File: src/rtl/serial_paralelo_c_if.sv
// Serial link bundle: 1-bit stream in, framed byte and status out.
interface serial_paralelo_c_if;
   logic       data_in;
   logic [7:0] data_out;
   logic       valid_out;
   logic       active_out;
   logic       byte_strobe;

   modport master (
      output data_in,
      input  data_out,
      input  valid_out,
      input  active_out,
      input  byte_strobe
   );

   modport slave (
      input  data_in,
      output data_out,
      output valid_out,
      output active_out,
      output byte_strobe
   );
endinterface

File: src/rtl/serial_paralelo_c.sv
// Serial-to-parallel receiver on clk_32f: aligns on IDLE_SYM, goes
// active after BC_REQ framed idles, then emits each non-idle byte.
module serial_paralelo_c #(
   parameter logic [7:0]  IDLE_SYM = 8'hBC,
   parameter int unsigned BC_REQ   = 4
) (
   input  logic                clk_32f,
   input  logic                reset,
   serial_paralelo_c_if.slave  bus
);

   localparam logic [3:0] BC_REQ_L = 4'(BC_REQ);

   typedef enum logic [1:0] {
      S_SEARCH  = 2'd0,
      S_ALIGNED = 2'd1,
      S_ACTIVE  = 2'd2
   } state_t;

   state_t     r_state;
   state_t     w_state;
   logic [7:0] r_sr;
   logic [7:0] w_nxt;
   logic [2:0] r_bit_cnt;
   logic [2:0] w_bit_cnt;
   logic [2:0] r_bc_cnt;
   logic [2:0] w_bc_cnt;
   logic [7:0] r_data;
   logic [7:0] w_data;
   logic       r_valid;
   logic       w_valid;
   logic       r_active;
   logic       w_active;
   logic       r_strobe;
   logic       w_strobe;

   logic       w_idle;
   logic       w_byte_end;
   logic [3:0] w_bc_inc;
   logic [2:0] w_bc_sat;
   logic       w_bc_done;

   assign w_nxt      = {r_sr[6:0], bus.data_in};
   assign w_idle     = (w_nxt == IDLE_SYM);
   assign w_byte_end = (r_bit_cnt == 3'd7);
   assign w_bc_inc   = {1'b0, r_bc_cnt} + 4'd1;
   assign w_bc_done  = (w_bc_inc >= BC_REQ_L);
   assign w_bc_sat   = w_bc_done ? BC_REQ_L[2:0]
                                 : w_bc_inc[2:0];

   always_comb begin
      w_state   = r_state;
      w_bit_cnt = r_bit_cnt + 3'd1;
      w_bc_cnt  = r_bc_cnt;
      w_data    = r_data;
      w_valid   = r_valid;
      w_active  = r_active;
      w_strobe  = 1'b0;
      unique case (r_state)
         S_SEARCH: begin
            // Unframed: every edge is a candidate boundary.
            w_bit_cnt = 3'd0;
            if (w_idle) begin
               w_bc_cnt = 3'd1;
               if (BC_REQ_L == 4'd1) begin
                  w_state  = S_ACTIVE;
                  w_active = 1'b1;
               end else begin
                  w_state  = S_ALIGNED;
               end
            end
         end
         S_ALIGNED: begin
            w_strobe = w_byte_end;
            if (w_byte_end) begin
               if (w_idle) begin
                  w_bc_cnt = w_bc_sat;
                  if (w_bc_done) begin
                     w_state  = S_ACTIVE;
                     w_active = 1'b1;
                  end
               end else begin
                  w_bc_cnt = 3'd0;
                  w_state  = S_SEARCH;
               end
            end
         end
         S_ACTIVE: begin
            w_strobe = w_byte_end;
            if (w_byte_end) begin
               if (w_idle) begin
                  w_valid = 1'b0;
               end else begin
                  w_data  = w_nxt;
                  w_valid = 1'b1;
               end
            end
         end
         default: begin
            w_state = S_SEARCH;
         end
      endcase
   end

   always_ff @(posedge clk_32f or negedge reset) begin
      if (!reset) begin
         r_state   <= S_SEARCH;
         r_sr      <= 8'h00;
         r_bit_cnt <= 3'd0;
         r_bc_cnt  <= 3'd0;
         r_data    <= 8'h00;
         r_valid   <= 1'b0;
         r_active  <= 1'b0;
         r_strobe  <= 1'b0;
      end else begin
         r_state   <= w_state;
         r_sr      <= w_nxt;
         r_bit_cnt <= w_bit_cnt;
         r_bc_cnt  <= w_bc_cnt;
         r_data    <= w_data;
         r_valid   <= w_valid;
         r_active  <= w_active;
         r_strobe  <= w_strobe;
      end
   end

   assign bus.data_out    = r_data;
   assign bus.valid_out   = r_valid;
   assign bus.active_out  = r_active;
   assign bus.byte_strobe = r_strobe;

endmodule

File: src/flat_wrapper.sv
// flat-port wrapper written by rule: the top's interface ports become plain ports
module serial_paralelo_c_flat 
#(
   parameter logic [7:0]  IDLE_SYM = 8'hBC,
   parameter int unsigned BC_REQ   = 4
)
  (clk_32f, reset, bus_data_in, bus_data_out, bus_valid_out, bus_active_out, bus_byte_strobe);
  serial_paralelo_c_if bus_i ();
  input  logic clk_32f;
  input  logic reset;
  input wire logic [$bits(bus_i.data_in)-1:0] bus_data_in;
  output wire logic [$bits(bus_i.data_out)-1:0] bus_data_out;
  output wire logic [$bits(bus_i.valid_out)-1:0] bus_valid_out;
  output wire logic [$bits(bus_i.active_out)-1:0] bus_active_out;
  output wire logic [$bits(bus_i.byte_strobe)-1:0] bus_byte_strobe;
  assign bus_i.data_in = bus_data_in;
  assign bus_data_out = bus_i.data_out;
  assign bus_valid_out = bus_i.valid_out;
  assign bus_active_out = bus_i.active_out;
  assign bus_byte_strobe = bus_i.byte_strobe;
  serial_paralelo_c #(.IDLE_SYM(IDLE_SYM), .BC_REQ(BC_REQ)) u_core (.clk_32f(clk_32f), .reset(reset), .bus(bus_i));
endmodule
File: config.mk
export PLATFORM = sky130hd
export DESIGN_NAME = serial_paralelo_c_flat
export DESIGN_NICKNAME = d
export VERILOG_FILES = /design/src/rtl/serial_paralelo_c_if.sv /design/src/rtl/serial_paralelo_c.sv /design/src/flat_wrapper.sv
export SDC_FILE = /design/constraint.sdc
export NUM_CORES = 1
export LEC_CHECK = 0
export ABC_AREA = 1
export BUFFER_PORTS_ARGS = -buffer_cell sky130_fd_sc_hd__clkbuf_2
export CAP_MARGIN = 20
export CORE_ASPECT_RATIO = 0.8
export CORE_MARGIN = 5
export CORE_UTILIZATION = 59
export DETAILED_ROUTE_END_ITERATION = 16
export MAX_ROUTING_LAYER = met4
export PLACE_DENSITY = 0.84
export SETUP_SLACK_MARGIN = 0.15
export SYNTH_ARGS = -nofsm -noshare
export SYNTH_HDL_FRONTEND = slang
export SYNTH_SLANG_ARGS = --single-unit
File: constraint.sdc
create_clock -name clk_32f -period 2.59 [get_ports clk_32f]
set_input_delay 0.3885 -clock clk_32f [delete_from_list [all_inputs] [get_ports clk_32f]]
set_output_delay 0.3885 -clock clk_32f [all_outputs]
set_load 0.02 [all_outputs]
# Yosys cells after proc, flatten, opt, wreduce, memory -nomap -nowiden
# Cells that the tools add are included.
op_classes:
  add_sub_neg: 2
  n_lt_le_gt_ge: 1
  eq_ne: 7
  n_mux: 13
  n_bitwise: 2
  n_reduce_logical: 8
op_table:
  columns: ["operator", "n"]
  rows:
  - ["3-bit 2-to-1 mux", 5]
  - ["8-bit equality test (second input constant)", 1]
  - ["2-bit 2-to-1 mux", 4]
  - ["4-bit AND reduction", 2]
  - ["2-bit one-hot mux with 3 select lines", 1]
  - ["3-bit one-hot mux with 2 select lines", 1]
  - ["3-bit AND reduction", 2]
  - ["3-bit by 1-bit adder with 4-bit output (second input constant)", 1]
  - ["4-bit by 3-bit >= comparator with 1-bit output (second input constant)", 1]
  - ["2-bit by 1-bit inequality test with 1-bit output (second input constant)", 2]
  - ["3-bit by 1-bit adder with 3-bit output (second input constant)", 1]
  - ["3-bit equality test (second input constant)", 1]
  - ["3-bit inequality test (second input constant)", 1]
  - ["2-bit by 1-bit equality test with 1-bit output (second input constant)", 1]
  - ["2-bit equality test (second input constant)", 1]
  - ["2-bit logical NOT", 1]
  - ["1-bit 2-to-1 mux", 2]
  - ["1-bit inverter", 2]
  - ["2-bit AND reduction", 1]
  - ["2-bit nonzero test", 1]
  - ["2-bit OR reduction", 1]
word_totals:
  regBits: 26
  inputBits: 3
  out_inout_bits: 11

# Depth between registers and ports, before layout
# Gate-level depths: netlist of the first run.
depth:
  ltp_word: 6
  ltp_mapped: 10

# Worst setup path after synthesis of the first run
# Ideal clock, no wire load.
synth_timing:
  kind: "register -> register"
  from: "register u_core.r_bit_cnt[0]"
  to: "register u_core.r_data[1] (netlist: u_core.bus.data_out[1])"
  setup_time_ps: 126
  arrival_time_ps: 1268
  required_time_ps: 2464
  slack_ps: 1196
  path_stages_with_launch: 8
  n_path_buf: 1
  cell_sequence: "dfrtp_1 > ha_1 > ha_1 > nand2_1 > inv_2 > nand2_1 > buf_2 > o21ai_0"
synth_via:
  elab_chain_cells: 2
synth_lines:
  columns: ["item", "line", "text"]
  rows:
  - ["from (decl)", "serial_paralelo_c.sv:24", "logic [2:0] r_bit_cnt;"]
  - ["from (signal assigned)", "serial_paralelo_c.sv:118", "r_bit_cnt <= w_bit_cnt;"]
  - ["3-bit equality test", "serial_paralelo_c.sv:45", "assign w_byte_end = (r_bit_cnt == 3'd7);"]
  - ["3-bit AND reduction (no line)", null, null]
  - ["to (signal assigned)", "serial_paralelo_c.sv:120", "r_data <= w_data;"]
  - ["to (decl)", "serial_paralelo_c.sv:28", "logic [7:0] r_data;"]
# Every way passes these cells.
# A chain may end at the register's enable or synchronous reset.

# Worst setup path in the final report of the first run
# Same ends and word-level chain as after synthesis.

==> flow_metrics.py, run 1 <==
metrics = {
    "outcome": {
        "run_status": "completed",
    },
    "die": {
        "die_width_um": 59.7,
        "dieHeight_um": 49.7,
        "start_util_pct": 62.1,
        "die_area_mm2": 0.00297,
        "core_mm2": 0.00187,
        "io_pins": 14,
        "rows": 14,
    },
    "layout": {
        "stdcell_count": 164,
        "drive_above_1_share_pct": 22.1,
        "layout_common_cells": "nand2_1 (43), dfrtp_1 (26), clkbuf_2 (13)",
        "synthToLayoutAreaGrowth_pct": 11.3,
        "final_common_cell": "nand2_1",
        "antenna_cells": 0,
        "final_net_count": 150,
    },
    "synthesis": {
        "syn-cell-area_mm2": 0.00116,
        "synth_top_area_cell": "dfrtp_1",
        "ys_types": 20,
        "syn-num-nets": 134,
        "synth_area_leaders": "dfrtp_1 (56%), nand2_1 (14%), ha_1 (6.5%), nand3_1 (4.3%), inv_1 (3.5%)",
        "synth_top_area_share_pct": 55.9,
        "syn_inst": 125,
        "synth.avg_cell_area_um2": 9.31,
        "ys.warnings.count": 0,
        "ys_ff_latch": 26,
        "ys_seq_area_share_pct": 55.9,
    },
    "clock_network": {
        "htreeDepth": 1,
        "cts.sinks": 26,
        "clock_tree.root_cell": "clkbuf_4",
        "clk_latency_ps": 320,
        "cts_resized": 0,
        "clockBufferDepth": 2,
        "cts_hold_buf": 0,
        "cts_buffers": 3,
        "post_cts.repair.setup_buffers": 0,
        "path_clk_slew_ps": 130,
        "cts_tree": "done",
    },
    "sta": {
        "worst_slew_pin_slew_ps": 631,
        "rsz0062_at_grt": "no",
        "setup_viol": 0,
        "fmax_mhz": 623,
        "fin_crit_ps": 1610,
        "layout_setup_ws_ps": 985,
        "finalCritPeriodShare_pct": 62.0,
        "setup_tns_ps": 0,
        "maxSlewHeadroom_pct": 58.0,
        "finClkSkew_ps": 2.65,
        "hold_viol_final": 0,
        "report.final.slew_viol_count": 0,
    },
    "pwr": {
        "power_frac_clock_pct": 27.7,
        "internal_power_uw": 680,
        "p_leak_uw": 0.000711,
        "max-vdd-ir-drop_uv": 542,
        "power_density_mw_per_mm2": 754,
        "netSwitchingFraction_pct": 30.3,
        "netSwitchingPower_uw": 296,
        "power_frac_seq_pct": 48.4,
        "combPwrFrac_pct": 23.9,
    },
    "grt": {
        "grt_pass1_vias": 782,
        "overflow": 0,
        "grt_pass1_wl_um": 3600,
        "grt_max_degree": 27,
        "antenna_found_initial": 0,
        "grt_usage_pct": 16.5,
    },
    "worst_setup_path": {
        "criticalPathCategory": "reg2reg",
        "start_kind": "flop",
        "cp_max_fo": 12,
        "cp-end-kind": "flop",
        "required_ps": 2790,
        "crit_arrival_ps": 1800,
        "worst-r2r-setup-slack_ps": 980,
    },
    "placement": {
        "routabilityCongestion": 0.847,
        "hpwl_um": 1490,
        "placedCellCount": 160,
        "numPortBuffers": 13,
        "post-place-ws_ps": 986,
    },
    "job": {
        "max-cap-violations": 0,
    },
    "min_path": {
        "worstHoldPathType": "in2async",
    },
    "detailed_routing": {
        "final_antenna_net_count": 0,
        "vias_per_cell": 4.99,
        "wire_per_inst_um": 12.0,
        "dr.pass1.iters": 4,
        "vias": 818,
        "drcViolationCount": 0,
        "drt-initial-drc-count": 16,
        "wirelength_um": 1960,
    },
}
==> critical path, cell delays in order (launching register included) <==
cell and delay [ps]:
dfrtp_1 410, ha_1 200, ha_1 240, nand2_1 130, inv_2 70, nand2_1 290
o21ai_0 150
==> power by group through the flow <==
stage	Combinational [uW]	Sequential, uW	Clock, uW
finish	233	473	271
CTS	235	473	281
detailed placement	235	481	0
global route	266	481	310
floorplan	189	473	0
global placement	220	480	0
==> state kept, by name (all words and copies together), names as in the netlist <==
signal                  cells
u_core.r_bit_cnt            3
u_core.bus.data_out         8
u_core.bus.active_out       1
u_core.bus.byte_strobe      1
u_core.r_sr                 7
u_core.r_state              2
u_core.r_bc_cnt             3
u_core.bus.valid_out        1
==> worst paths after layout <==
kind                       cells past startpoint           startpoint                     end
min in group clk_32f                           1          bus_data_in          u_core.r_sr[0]
setup reg to reg                               6  u_core.r_bit_cnt[0]  u_core.bus.data_out[1]
max in group asynchronous                      1                reset          u_core.r_sr[2]
hold reg to reg                                0       u_core.r_sr[0]          u_core.r_sr[1]
setup / recovery                               6  u_core.r_bit_cnt[0]  u_core.bus.data_out[1]
hold / removal                                 1                reset          u_core.r_sr[0]
==> kinds of logic (layout without fill, tap and decap cells) <==
kind of cell / after synthesis / in the layout / share of synthesized area [%]
AO/OA/AOI/OAI: 6 / 6 / 3.44
adder cells (fa/ha/maj): 6 / 6 / 6.45
flip-flops: 26 / 26 / 55.9
buffers and inverters: 16 / 31 / 5.91
AND/OR/NAND/NOR: 71 / 71 / 28.3
==> area by class of cell <==
class,count,area [um^2]
Clock buffer,3,22.5
Clock inverter,1,30.0
Fill cell,151,579
Inverter,14,52.6
Multi-Input combinational cell,83,444
Sequential cell,26,651
Tap cell,24,30.0
Timing Repair Buffer,13,65.1
==> Yosys cell counts, drive strengths merged <==
library cell and number:
ha 6, inv 14, a21o 1, buf 2, nor2 13, nand3 10, o21ai 4, nor3 1
nand4 1, a21oi 1, nand2 46, dfrtp 26
==> routing by layer <==
| layer | routed length (um) | vias to the layer above | share of wire, % | GRT usage, % |
|---|---|---|---|---|
| met2 | 951 | 12 | 48 | 25.0 |
| met5 | 0 | - | 0 | - |
| met3 | 66 | 2 | 3.4 | 4.70 |
| met4 | 20 | 0 | 1.0 | 4.43 |
| met1 | 923 | 385 | 47 | 21.7 |
| li1 | - | 419 | - | - |
==> stage by stage <==
stage	cell area, um^2	util, %	total power, uW	hold slack [ps]
2_1_floorplan	1160	-	662	92.9
3_3_place_gp	1240	66.3	700	367
3_5_place_dp	1240	66.3	716	370
4_1_cts	1290	69.1	990	66.5
5_1_grt	1290	69.1	1060	75.1
6_report	1290	69.1	977	60.6
Power figures use the tool's default switching activity.
==> run 2: changes to the inputs <==
--- a/config.mk
+++ b/config.mk
@@ -5,15 +5,15 @@
 export SDC_FILE = /design/constraint.sdc
 export NUM_CORES = 1
 export LEC_CHECK = 0
-export ABC_AREA = 1
+export ABC_AREA = 0
 export BUFFER_PORTS_ARGS = -buffer_cell sky130_fd_sc_hd__clkbuf_2
 export CAP_MARGIN = 20
 export CORE_ASPECT_RATIO = 0.8
 export CORE_MARGIN = 5
-export CORE_UTILIZATION = 59
+export CORE_UTILIZATION = 50
 export DETAILED_ROUTE_END_ITERATION = 16
 export MAX_ROUTING_LAYER = met4
-export PLACE_DENSITY = 0.84
+export PLACE_DENSITY = 0.76
 export SETUP_SLACK_MARGIN = 0.15
 export SYNTH_ARGS = -nofsm -noshare
 export SYNTH_HDL_FRONTEND = slang
==> constraint.sdc (replaced) <==
create_clock -name clk_32f -period 1.35 [get_ports clk_32f]
set_input_delay 0.2025 -clock clk_32f [delete_from_list [all_inputs] [get_ports clk_32f]]
set_output_delay 0.2025 -clock clk_32f [all_outputs]
set_load 0.02 [all_outputs]
==> flow_metrics.py, run 2 <==
metrics = {
    "outcome": {
        "run_status": "finished, violations left",
        "violations": "setup timing",
    },
    "worst_setup_path": {
        "crit_chain": "nand4b_4 -> or4_4 -> a211o_1 -> a21o_1",
        "required_ps": 1580,
        "crit_buf_inv": 0,
        "start_kind": "flop",
        "critical_path.max_stage_delay_ps": 450,
        "rr_startpoint": "u_core.r_sr[5]",
        "cp_max_fo": 2,
        "worstReg2RegEnd": "u_core.r_bc_cnt[1]",
        "cpMaxStageDelayCell": "or4_4",
        "cp-end-kind": "flop",
        "worst-r2r-setup-slack_ps": -280,
        "criticalPathCategory": "reg2reg",
        "cp.depth": 4,
        "crit_arrival_ps": 1860,
        "rr_worst_depth": 4,
        "crit_family": "simple AND/OR/NAND/NOR gates",
    },
    "detailed_routing": {
        "dr.pass1.iters": 4,
        "wirelength_um": 3700,
        "drcViolationCount": 0,
        "vias_per_cell": 5.91,
        "wire_per_inst_um": 23.3,
        "drt-initial-drc-count": 42,
        "final_antenna_net_count": 0,
        "vias": 939,
        "wl_met3_um": 173,
        "wl_met1_um": 1560,
        "dr.max_layer_used": "met4",
        "wl_met2_um": 1840,
    },
    "grt": {
        "grt_pass1_wl_um": 4560,
        "antenna_found_initial": 0,
        "grt_max_degree": 27,
        "grt_usage_pct": 19.0,
        "grt_pass1_vias": 955,
        "overflow": 0,
    },
    "pwr": {
        "netSwitchingPower_uw": 382,
        "power_frac_clock_pct": 26.2,
        "internal_power_uw": 1090,
        "p_leak_uw": 0.000833,
        "power_density_mw_per_mm2": 862,
        "combPwrFrac_pct": 18.0,
        "power_frac_seq_pct": 55.8,
        "max-vdd-ir-drop_uv": 783,
        "netSwitchingFraction_pct": 25.9,
    },
    "synthesis": {
        "synth.most_common_cell": "dfrtp_1",
        "synth_edf_count": 0,
        "ys_top_cells_by_count": "dfrtp_1 (26), mux2_2 (9), nand2_1 (7), ha_1 (6)",
        "syn-cell-area_mm2": 0.00113,
        "ys.flop_type": "dfrtp_1",
        "synth.avg_cell_area_um2": 12.8,
        "postSynth.asyncResetShare_pct": 100,
        "synth_top_area_share_pct": 57.6,
        "ys.warnings.count": 0,
        "synth_area_leaders": "dfrtp_1 (58%), mux2_2 (9.0%), ha_1 (6.7%), nand2_1 (2.3%), nand4b_4 (2.1%)",
        "syn_inst": 88,
        "synth_top_area_cell": "dfrtp_1",
        "ys_types": 30,
        "syn-num-nets": 97,
        "ys_ff_latch": 26,
        "ys_seq_area_share_pct": 57.6,
    },
    "min_path": {
        "hold_depth": 2,
        "worstHoldPathType": "in2reg",
        "hp-start": "bus_data_in",
        "hold_end": "u_core.r_sr[0]",
    },
    "sta": {
        "fin_crit_ps": 1630,
        "finClkSkew_ps": 5.40,
        "setup_tns_ps": -3070,
        "finalCritPeriodShare_pct": 121,
        "hold_ws_ps": 203,
        "rsz0062_at_grt": "yes",
        "layout_setup_ws_ps": -280,
        "maxSlewHeadroom_pct": 57.7,
        "worst_slew_pin_slew_ps": 634,
        "report.final.slew_viol_count": 0,
        "fmax_mhz": 614,
        "hold_viol_final": 0,
        "setup_viol": 15,
    },
    "layout": {
        "final_util_pct": 79.1,
        "antenna_cells": 0,
        "drive_above_1_share_pct": 61.2,
        "postLayoutCellArea_mm2": 0.00171,
        "fillers": 102,
        "layout_common_cells": "dfrtp_1 (26), buf_4 (23), clkbuf_2 (13)",
        "largest_reg_flops": 8,
        "synthToLayoutAreaGrowth_pct": 51.3,
        "final_common_cell": "dfrtp_1",
        "final_net_count": 144,
    },
    "die": {
        "die_width_um": 63.1,
        "start_util_pct": 52.3,
        "dieHeight_um": 52.5,
        "core_mm2": 0.00216,
        "io_pins": 14,
        "die_area_mm2": 0.00331,
        "rows": 15,
    },
    "clock_network": {
        "path_clk_slew_ps": 130,
        "cts.sinks": 26,
        "clk_latency_ps": 320,
        "cts_tree": "done",
        "clock_tree.root_cell": "clkbuf_4",
        "cts_buffers": 3,
        "clockBufferDepth": 2,
        "htreeDepth": 1,
    },
    "placement": {
        "numPortBuffers": 13,
        "routabilityCongestion": 0.879,
        "hpwl_um": 1940,
        "placed_area_mm2": 0.00144,
    },
    "job": {
        "max-cap-violations": 0,
    },
}
-- run 2: cells by family after synthesis --
kind of cell,after synthesis,share of synthesized area [%]
compound gates,15,9.20
xor+xnor,1,0.776
fa+ha+maj,6,6.65
buf+inv,6,2.00
flops,26,57.6
mux,9,8.98
simple gates,25,14.7
-- run 2: power groups by stage --
stage	Clock [uW]	Combinational [uW]	Sequential [uW]
after floorplan	0	77.7	834
after global placement	0	161	831
after detailed placement	0	168	834
after CTS	383	183	818
after global routing	435	279	822
final	385	265	822
-- run 2: layout make-up --
class                   instances  area [um^2]  share of cell area, %
flip-flops and latches         26          651                   38.1
multi-input cells              57          651                   38.1
repair buffers                 43          324                   19.0
clock buffers                   4         36.3                   2.12
well taps                      25         31.3                   1.83
inverters                       4         15.0                  0.879
-- run 2: metal layers --
layer  vias up  global-route usage, %
met3        12                   4.51
met4         0                   7.77
met2        37                   32.4
li1        406                      -
met5         -                      -
met1       484                   21.9
-- run 2: worst max path at each step --
stage | from | to | slack [ps]
2_1_floorplan | u_core.r_sr[5] | u_core.r_bc_cnt[1] | -200
3_3_place_gp | u_core.r_sr[5] | u_core.r_bc_cnt[1] | -220
3_5_place_dp | u_core.r_sr[5] | u_core.r_state[0] | -360
4_1_cts | u_core.r_sr[5] | u_core.r_bc_cnt[1] | -210
5_1_grt | u_core.r_sr[5] | u_core.r_bc_cnt[2] | -360
6_report | u_core.r_sr[5] | u_core.r_bc_cnt[1] | -280
-- run 2: timing repair --
| item | in CTS | in global routing |
|---|---|---|
| setup buffers | 3 | 4 |
| resized for setup | 6 | 26 |
| gates cloned | 1 | 0 |
| pin swaps | 2 | 10 |
| hold buffers | 1 | 0 |
| endpoints found under the hold margin | 26 | 0 |
| setup endpoints to repair | 15 | 19 |
-- run 2: per-stage QoR --
| stage | setup WS [ps] | std cells | total power, uW |
|---|---|---|---|
| floorplan | -204 | 88 | 912 |
| global placement | -219 | 146 | 991 |
| detailed placement | -364 | 146 | 1000 |
| CTS | -207 | 155 | 1380 |
| global route | -362 | 159 | 1540 |
| finish | -280 | 159 | 1470 |
-- run 2: worst reg2reg max path, cell delays in order (launching register included) --
cell and delay, ps:
dfrtp_1 420, nand4b_4 200, or4_4 450, a211o_1 290
a21o_1 190
==> run 3: changes to the inputs <==
--- a/config.mk
+++ b/config.mk
@@ -13,7 +13,7 @@
 export CORE_UTILIZATION = 50
 export DETAILED_ROUTE_END_ITERATION = 16
 export MAX_ROUTING_LAYER = met4
-export PLACE_DENSITY = 0.76
+export PLACE_DENSITY = 0.78
 export SETUP_SLACK_MARGIN = 0.15
 export SYNTH_ARGS = -nofsm -noshare
 export SYNTH_HDL_FRONTEND = slang
==> flow_metrics.py, run 3 (same netlist as run 2, synthesis figures left out) <==
metrics = {
    "min_path": {
        "hold_end": "u_core.r_sr[0]",
        "hold_depth": 1,
        "worstHoldPathType": "in2reg",
        "hp-start": "bus_data_in",
    },
    "pwr": {
        "p_total_uw": 1610,
        "combPwrFrac_pct": 15.1,
        "power_frac_clock_pct": 34.0,
        "internal_power_uw": 1220,
        "power_density_mw_per_mm2": 929,
        "netSwitchingFraction_pct": 24.5,
        "p_leak_uw": 0.000857,
        "max-vdd-ir-drop_uv": 1220,
        "power_frac_seq_pct": 50.9,
        "netSwitchingPower_uw": 395,
    },
    "grt": {
        "antenna_found_initial": 0,
        "grt_pass1_wl_um": 5140,
        "use_met3_pct": 6.44,
        "grt_max_degree": 27,
        "grt_util_met2_pct": 37.2,
        "grt.busiest_layer": "met2",
        "use_met1_pct": 21.9,
        "grt_usage_pct": 21.5,
        "overflow": 0,
        "grt_pass1_vias": 1074,
    },
    "clock_network": {
        "htreeDepth": 1,
        "cts_buffers": 3,
        "clk_latency_ps": 340,
        "clockBufferDepth": 2,
        "clock_tree.root_cell": "clkbuf_4",
        "path_clk_slew_ps": 150,
        "cts.sinks": 26,
        "cts_tree": "done",
    },
    "detailed_routing": {
        "wirelength_um": 3450,
        "drcViolationCount": 0,
        "final_antenna_net_count": 0,
        "dr.pass1.iters": 4,
        "wire_per_inst_um": 21.0,
        "vias_per_cell": 5.86,
        "vias": 961,
        "drt-initial-drc-count": 38,
    },
    "worst_setup_path": {
        "crit_chain": "nand4b_4 -> or4_4 -> a211o_1 -> a21o_1",
        "worst-r2r-setup-slack_ps": -280,
        "crit_arrival_ps": 1870,
        "start_kind": "flop",
        "worstReg2RegEnd": "u_core.r_bc_cnt[1]",
        "critical_path.max_stage_delay_ps": 450,
        "rr_worst_depth": 4,
        "criticalPathCategory": "reg2reg",
        "required_ps": 1590,
        "cp_max_fo": 2,
        "cp-end-kind": "flop",
        "cpMaxStageDelayCell": "or4_4",
        "crit_family": "simple AND/OR/NAND/NOR gates",
        "rr_startpoint": "u_core.r_sr[5]",
        "crit_buf_inv": 0,
    },
    "die": {
        "start_util_pct": 52.3,
        "core_mm2": 0.00216,
        "rows": 15,
        "dieHeight_um": 52.5,
        "io_pins": 14,
        "die_width_um": 63.1,
        "die_area_mm2": 0.00331,
    },
    "placement": {
        "placed_area_mm2": 0.00148,
        "post-place-ws_ps": -243,
        "routabilityCongestion": 0.804,
        "placedCellCount": 149,
        "hpwl_um": 1780,
        "numPortBuffers": 13,
    },
    "sta": {
        "maxSlewHeadroom_pct": 57.9,
        "finClkSkew_ps": 7.32,
        "worst_slew_pin_slew_ps": 632,
        "hold_ws_ps": 53.6,
        "finalCritPeriodShare_pct": 121,
        "fin_crit_ps": 1630,
        "fmax_mhz": 612,
        "rsz0062_at_grt": "yes",
        "hold_viol_final": 0,
        "setup_viol": 15,
        "report.final.slew_viol_count": 0,
        "layout_setup_ws_ps": -283,
    },
    "layout": {
        "drive_above_1_share_pct": 61.2,
        "antenna_cells": 0,
        "stdcell_count": 164,
        "final_net_count": 149,
        "synthToLayoutAreaGrowth_pct": 53.7,
        "fillers": 111,
        "postLayoutCellArea_mm2": 0.00173,
        "largest_reg_flops": 8,
        "final_common_cell": "dfrtp_1",
        "layout_common_cells": "dfrtp_1 (26), buf_4 (25), clkbuf_2 (13)",
    },
    "outcome": {
        "run_status": "finished, violations left",
        "violations": "setup timing",
    },
    "job": {
        "max-cap-violations": 0,
    },
}
## run 3: power by group through the flow
stage                     Combinational (uW)  Clock, uW  Sequential [uW]
final                                    243        547              820
after global routing                     260        590              824
after CTS                                190        545              818
after detailed placement                 172          0              832
after global placement                   160          0              831
after floorplan                         77.7          0              834
## run 3: repair_timing
| action | 4_1_cts | 5_1_grt |
|---|---|---|
| endpoints found under the hold margin | 26 | 0 |
| hold buffers | 1 | 0 |
| pin swaps | 6 | 4 |
| resized for setup | 12 | 19 |
| setup buffers | 6 | 4 |
| setup endpoints to repair | 18 | 19 |
## run 3: per-stage QoR
step                      TNS [ps]  util (%)
after floorplan              -1350         -
after global placement       -1730      68.5
after detailed placement     -2300      68.5
after CTS                    -1970      75.4
after global routing         -3620      80.3
final                        -2960      80.3
## run 3: layout make-up
cell class,count,area [um^2],share of cell area [%]
clock buffer,3,22.5,1.30
clock inverter,1,30.0,1.73
inverter,4,15.0,0.866
multi-input combinational,56,601,34.6
sequential,26,651,37.5
tap,25,31.3,1.80
timing repair buffer,49,384,22.2
## run 3: how the worst max path moves through the flow
stage | from | to | slack [ps] | depth (start not counted)
after global routing | u_core.r_sr[5] | u_core.r_bc_cnt[1] | -320 | 4
after floorplan | u_core.r_sr[5] | u_core.r_bc_cnt[1] | -200 | 4
after detailed placement | u_core.r_sr[5] | u_core.r_bc_cnt[1] | -240 | 4
after CTS | u_core.r_sr[5] | u_core.r_bc_cnt[1] | -210 | 4
final | u_core.r_sr[5] | u_core.r_bc_cnt[1] | -280 | 4
after global placement | u_core.r_sr[5] | u_core.r_bc_cnt[1] | -200 | 4
## run 3: metal layers
layer / part of all wire [%] / wire length (um)
met3: 6.1 / 209
met2: 50 / 1730
met5: 0 / 0
met4: 2.0 / 70
met1: 42 / 1440
